[config.mk]
export PLATFORM = sky130hd
export DESIGN_NAME = snake_body
export DESIGN_NICKNAME = d
export VERILOG_FILES = /design/src/rtl/snake_pkg.sv /design/src/rtl/snake_next_head.sv /design/src/rtl/snake_body.sv
export SDC_FILE = /design/constraint.sdc
export NUM_CORES = 1
export LEC_CHECK = 0
export BUFFER_PORTS_ARGS = -buffer_cell sky130_fd_sc_hd__buf_4
export CAP_MARGIN = 20
export CORE_ASPECT_RATIO = 1.25
export CORE_MARGIN = 10
export CORE_UTILIZATION = 25
export CTS_BUF_LIST = sky130_fd_sc_hd__clkbuf_16
export DETAILED_ROUTE_END_ITERATION = 8
export PLACE_DENSITY = 0.37
export REMOVE_ABC_BUFFERS = 1
export SKIP_CTS_REPAIR_TIMING = 1
export SLEW_MARGIN = 10
export SYNTH_ARGS = -nofsm -noshare
export SYNTH_HDL_FRONTEND = slang
export SYNTH_SLANG_ARGS = --single-unit
[constraint.sdc]
create_clock -name CLK -period 16.1 [get_ports CLK]
set_clock_uncertainty 0.15 [all_clocks]
set_input_delay 4.025 -clock CLK [delete_from_list [all_inputs] [get_ports CLK]]
set_output_delay 4.025 -clock CLK [all_outputs]
set_load 0.02 [all_outputs]
[src/rtl/snake_pkg.sv]
// Shared types and constants for the snake body block.
package snake_pkg;

  localparam int GRID     = 8;
  localparam int MAX_LEN  = 16;
  localparam int INIT_LEN = 3;

  // Starting snake lies on row 3, head at column 2 pointing right.
  localparam logic [2:0]  INIT_ROW  = 3'd3;
  // Row 3, columns 0..2 -> bits 24..26.
  localparam logic [63:0] INIT_INFO = 64'h0000_0000_0700_0000;

  typedef enum logic [1:0] {
    DIR_UP    = 2'b00,
    DIR_RIGHT = 2'b01,
    DIR_DOWN  = 2'b10,
    DIR_LEFT  = 2'b11
  } dir_t;

  typedef struct packed {
    logic [2:0] row;
    logic [2:0] col;
  } pos_t;

  typedef enum logic [1:0] {
    ST_RUN,
    ST_UPDATE,
    ST_REQ,
    ST_DEAD
  } state_t;

  // Opposite directions differ only in the upper encoding bit.
  function automatic logic is_opposite(input dir_t a, input dir_t b);
    return (2'(a) ^ 2'(b)) == 2'b10;
  endfunction

  // Bit position of a cell in the occupancy map.
  function automatic logic [5:0] cell_index(input pos_t p);
    return 6'(int'(p.row) * GRID + int'(p.col));
  endfunction

  // Segment i of the snake straight after reset; unused slots are zero.
  function automatic pos_t init_seg(input int i);
    pos_t p;
    p = '0;
    if (i < INIT_LEN) begin
      p.row = INIT_ROW;
      p.col = 3'(INIT_LEN - 1 - i);
    end
    return p;
  endfunction

endpackage

[src/rtl/snake_next_head.sv]
// Next head cell one step from the current head, wrapping on the 8x8 grid.
module snake_next_head
  import snake_pkg::*;
(
  input  pos_t cur,
  input  dir_t dir,
  output pos_t nxt
);

  // 3-bit arithmetic gives the modulo-8 wrap for free.
  always_comb begin
    // NOTE: every always_comb output gets a default first so no path leaves it
    // unassigned, which would otherwise infer a latch.
    nxt = cur;
    unique case (dir)
      DIR_UP:    nxt.row = cur.row - 3'd1;
      DIR_DOWN:  nxt.row = cur.row + 3'd1;
      DIR_LEFT:  nxt.col = cur.col - 3'd1;
      DIR_RIGHT: nxt.col = cur.col + 3'd1;
    endcase
  end

endmodule

[src/rtl/snake_body.sv]
// Snake body tracker: segment shift register, eat/collision detection,
// occupancy map and apple request handshake.
module snake_body
  import snake_pkg::*;
(
  input  logic        CLK,
  input  logic        RST,
  input  logic        tick,
  input  logic [1:0]  dir,
  input  logic [2:0]  apple_c,
  input  logic [2:0]  apple_r,
  output logic [63:0] info,
  output logic        apple_req,
  output logic [2:0]  head_c,
  output logic [2:0]  head_r,
  output logic [4:0]  len,
  output logic        dead
);

  pos_t        seg [MAX_LEN];
  logic [4:0]  len_q;
  dir_t        cur_dir;
  state_t      state, state_nxt;
  logic        eat_q;
  logic        dead_q;
  logic [63:0] info_q;

  dir_t        req_dir;
  dir_t        eff_dir;
  pos_t        next_head;
  pos_t        apple;
  logic        accept;
  logic        eat;
  logic        grow;
  logic        hit;
  logic [63:0] info_build;

  assign req_dir = dir_t'(dir);
  // A reversal would run the head straight into the neck, so it is dropped.
  assign eff_dir = is_opposite(req_dir, cur_dir) ? cur_dir : req_dir;

  snake_next_head u_next_head (
    .cur (seg[0]),
    .dir (eff_dir),
    .nxt (next_head)
  );

  assign apple  = '{row: apple_r, col: apple_c};
  assign accept = tick && (state == ST_RUN);
  assign eat    = (next_head == apple);
  assign grow   = eat && (len_q < 5'(MAX_LEN));

  // Collision against the body; the tail only counts when it stays put (growth).
  always_comb begin
    hit = 1'b0;
    for (int i = 1; i < MAX_LEN; i++) begin
      if ((5'(i) < len_q) && (next_head == seg[i])) begin
        if (grow || (5'(i) != len_q - 5'd1)) hit = 1'b1;
      end
    end
  end

  // Occupancy map assembled from the live segments.
  always_comb begin
    info_build = '0;
    for (int i = 0; i < MAX_LEN; i++) begin
      if (5'(i) < len_q) info_build[cell_index(seg[i])] = 1'b1;
    end
  end

  // Control state register.
  always_ff @(posedge CLK) begin
    // NOTE: clocked state uses non-blocking assignments so every flop samples
    // pre-edge values regardless of statement order.
    if (RST) state <= ST_RUN;
    else     state <= state_nxt;
  end

  // Next-state logic: move, rebuild the map, then optionally ask for an apple.
  always_comb begin
    state_nxt = state;
    unique case (state)
      ST_RUN:    if (accept) state_nxt = hit ? ST_DEAD : ST_UPDATE;
      ST_UPDATE: state_nxt = eat_q ? ST_REQ : ST_RUN;
      ST_REQ:    state_nxt = ST_RUN;
      ST_DEAD:   state_nxt = ST_DEAD;
    endcase
  end

  // Segment array, length, heading and the sticky collision flag.
  always_ff @(posedge CLK) begin
    if (RST) begin
      // NOTE: the segment array is small and its contents are architectural
      // (head, map), so every slot is reset rather than left undefined.
      for (int i = 0; i < MAX_LEN; i++) seg[i] <= init_seg(i);
      len_q   <= 5'(INIT_LEN);
      cur_dir <= DIR_RIGHT;
      eat_q   <= 1'b0;
      dead_q  <= 1'b0;
    end else if (accept) begin
      if (hit) begin
        dead_q <= 1'b1;
      end else begin
        // Shifting every slot keeps the old tail one past the end, so growth
        // just extends len over it.
        seg[0] <= next_head;
        for (int i = MAX_LEN - 1; i > 0; i--) seg[i] <= seg[i-1];
        if (grow) len_q <= len_q + 5'd1;
        cur_dir <= eff_dir;
        eat_q   <= eat;
      end
    end
  end

  // The published map only moves on the cycle after a successful step.
  always_ff @(posedge CLK) begin
    if (RST)                     info_q <= INIT_INFO;
    else if (state == ST_UPDATE) info_q <= info_build;
  end

  assign info      = info_q;
  assign apple_req = (state == ST_REQ);
  assign head_c    = seg[0].col;
  assign head_r    = seg[0].row;
  assign len       = len_q;
  assign dead      = dead_q;

endmodule

==> results.json <==
{
  "clockBufferDepth": 2,
  "antenna_left": 0,
  "muxShareOfSynthArea_pct": 2.018,
  "numCtsBuffers": 17,
  "cts_tree": "built",
  "vias_per_cell": 7.186,
  "core_area_um2": 65820,
  "synthArstFlopShare_pct": 0,
  "yosysUniqueCellTypes": 79,
  "crit_type": "in -> reg",
  "fin_nets": 2224,
  "timing.fmax_ghz": 0.1089,
  "cts.sinks": 171,
  "synth-simple-area-share_pct": 30.41,
  "startpoint_type": "input pin",
  "area_growth_pct": 14.67,
  "drc": 0,
  "first_pass_iters": 8,
  "syn_area_per_cell_um2": 7.597,
  "grt_pass1_wl_um": 195700,
  "clk_latency_ns": 0.53,
  "hold_violations": 0,
  "wirelength_um": 150400,
  "yosys_warnings": 0,
  "period_share_pct": 57.04,
  "finalPower_mw": 3.023,
  "yosysTopAreaCell": "edfxtp_1",
  "die_h_um": 308.2,
  "crit_arrival_ns": 9.18,
  "clk_pin_slew_ns": 0.08,
  "top_layer_used": "met5",
  "leakage_nw": 6.122,
  "netlist_instances": 2187,
  "drt-met1-wl_um": 53780,
  "gp_congestion": 1.109,
  "yosysMostFrequentCell": "nor2_1",
  "num_vias": 22070,
  "syn-cell-area_um2": 16610,
  "die-area_um2": 77240,
  "dr_wl_met2_um": 67160,
  "port_buffers": 87,
  "fin_setup_tns_ns": 0,
  "max_slew_margin_pct": 16.60,
  "hpwlAfterDp_um": 110800,
  "vdd_drop_max_v": 0.0001650,
  "wl_per_cell_um": 48.95,
  "synth_flop_cell": "edfxtp_1",
  "grt_pass1_vias": 20800,
  "pin_count": 88,
  "clockRootBuffer": "clkbuf_16",
  "synth_top_family_by_area": "simple AND/OR/NAND/NOR gates",
  "synth_compound_area_share_pct": 28.95,
  "met3WireLength_um": 13150,
  "first_iter_violations": 3294,
  "maxCapViolCount": 0,
  "fillers": 7213,
  "cellPowerDensity_nw_per_um2": 158.7,
  "grt_max_degree": 99,
  "worstPathRequired_ns": 16.09,
  "hold_class": "reg -> reg",
  "synth_adder_area_share_pct": 1.145,
  "end_kind": "flop",
  "rsz0062_at_grt": "no",
  "setup_violations": 0,
  "floorplan.initialDensity_pct": 25.24,
  "grt_usage_pct": 37.37,
  "status": "complete, no violations",
  "rows": 105,
  "ys_seq_elements": 171,
  "synth.top_cell.area_share_pct": 17.35,
  "drive_above_1_share_pct": 13.16,
  "worstMarginPinSlew_ns": 1.243,
  "synth_area_leaders": "edfxtp_1, dfxtp_1, o22ai_1, nor2_1, and3_1",
  "die_w_um": 250.6,
  "synth_commonest_cells": "nor2_1, o22ai_1, clkbuf_1",
  "grt-ovfl-total": 0,
  "period_needed_ns": 9.184,
  "final_max_slew_viol_count": 0,
  "cts.htree.levels": 4,
  "synth_xor_area_share_pct": 5.964,
  "crit_path_max_fanout": 56,
  "synth_edf_count": 96,
  "antenna_found_initial": 10,
  "yosysSeqAreaShare_pct": 26.39
}
[worst max-delay path, cell delays in order]
cell      delay (ns)
buf_4           0.12
mux2i_2         0.33
nor2_1          0.10
fa_1            0.91
nor2b_1         0.82
o21ai_0         0.15
or3b_2          0.22
or4_1           0.14
o22ai_1         0.09
nor4_1          0.32
nand4b_1        0.22
nor4_4          0.37
or2_4           0.55
buf_4           0.69
[through the flow]
stage / hold WS (ns) / instances / area (um2) / util, % / worst slack (ns)
final: 0.3334 / 3072 / 19050 / 28.95 / 6.916
after global routing: 0.3531 / 3068 / 19040 / 28.93 / 6.663
after CTS: 0.3371 / 3062 / 18970 / 28.83 / 6.968
after detailed placement: 0.3204 / 3030 / 18340 / 27.86 / 6.412
after global placement: 0.3119 / 3024 / 18310 / 27.81 / 6.527
after floorplan: 0.3112 / 1997 / 15850 / - / 5.835
[registers in the layout, indices dropped and copies added, names as in the netlist]
signal,flops
dead,1
cur_dir,2
len,5
info,64
state,2
eat_q,1
seg,96
[cell families (layout without fill, tap and decap cells)]
group,Yosys count,in the layout
mux,21,21
flops,171,171
fa+ha+maj,14,14
compound gates,706,706
simple gates,956,956
buf+inv,212,237
xor+xnor,107,107
other cells,0,4
[final cells by class]
cell class | instances | area (um2) | share of cell area [%]
well taps | 856 | 1071 | 5.622
diodes | 4 | 10.01 | 0.05254
inverters | 22 | 82.58 | 0.4334
multi-input cells | 1804 | 11500 | 60.37
clock inverters | 15 | 210.2 | 1.103
repair buffers | 183 | 1366 | 7.171
clock buffers | 17 | 425.4 | 2.233
flip-flops and latches | 171 | 4384 | 23.01
[final timing paths]
check,from,end,slack [ns],cells after the start
max,dir[1],seg[10][3],6.92,14
min,info[9],info[9],0.33,2
max reg2reg,seg[0][3],seg[10][3],9.87,13
min reg2reg,info[9],info[9],0.33,2
[per-layer routing]
metal,track usage (%),up-vias
li1,-,8508
met1,41.18,11000
met2,58.52,1905
met3,9.162,659
met4,34.78,2
met5,0,-
[report_power, final]
part | switching [mW] | internal (mW)
Sequential | 0.288 | 0.616
Clock | 0.254 | 0.228
Combinational | 1.13 | 0.503
Total | 1.68 | 1.35
[cells in the final DEF (no fill, tap or decap), types with 15 or more instances in the layout]
cell and n:
a2111oi_0 29, a211oi_1 55, a21oi_1 90, a22oi_1 28, and3_1 109, buf_4 173
clkbuf_16 17, dfxtp_1 75, edfxtp_1 96, inv_1 21, nand2_1 143, nand2b_1 56
nand3_1 65, nand3b_1 43, nand4_1 22, nor2_1 239, nor2b_1 32, nor3_1 74
nor4_1 37, o211ai_1 21, o21ai_0 89, o221ai_1 65, o22a_1 15, o22ai_1 214
or3_1 28, or3b_2 25, xnor2_1 71, xor2_1 32
No activity file was read; power rests on OpenSTA's default activity.
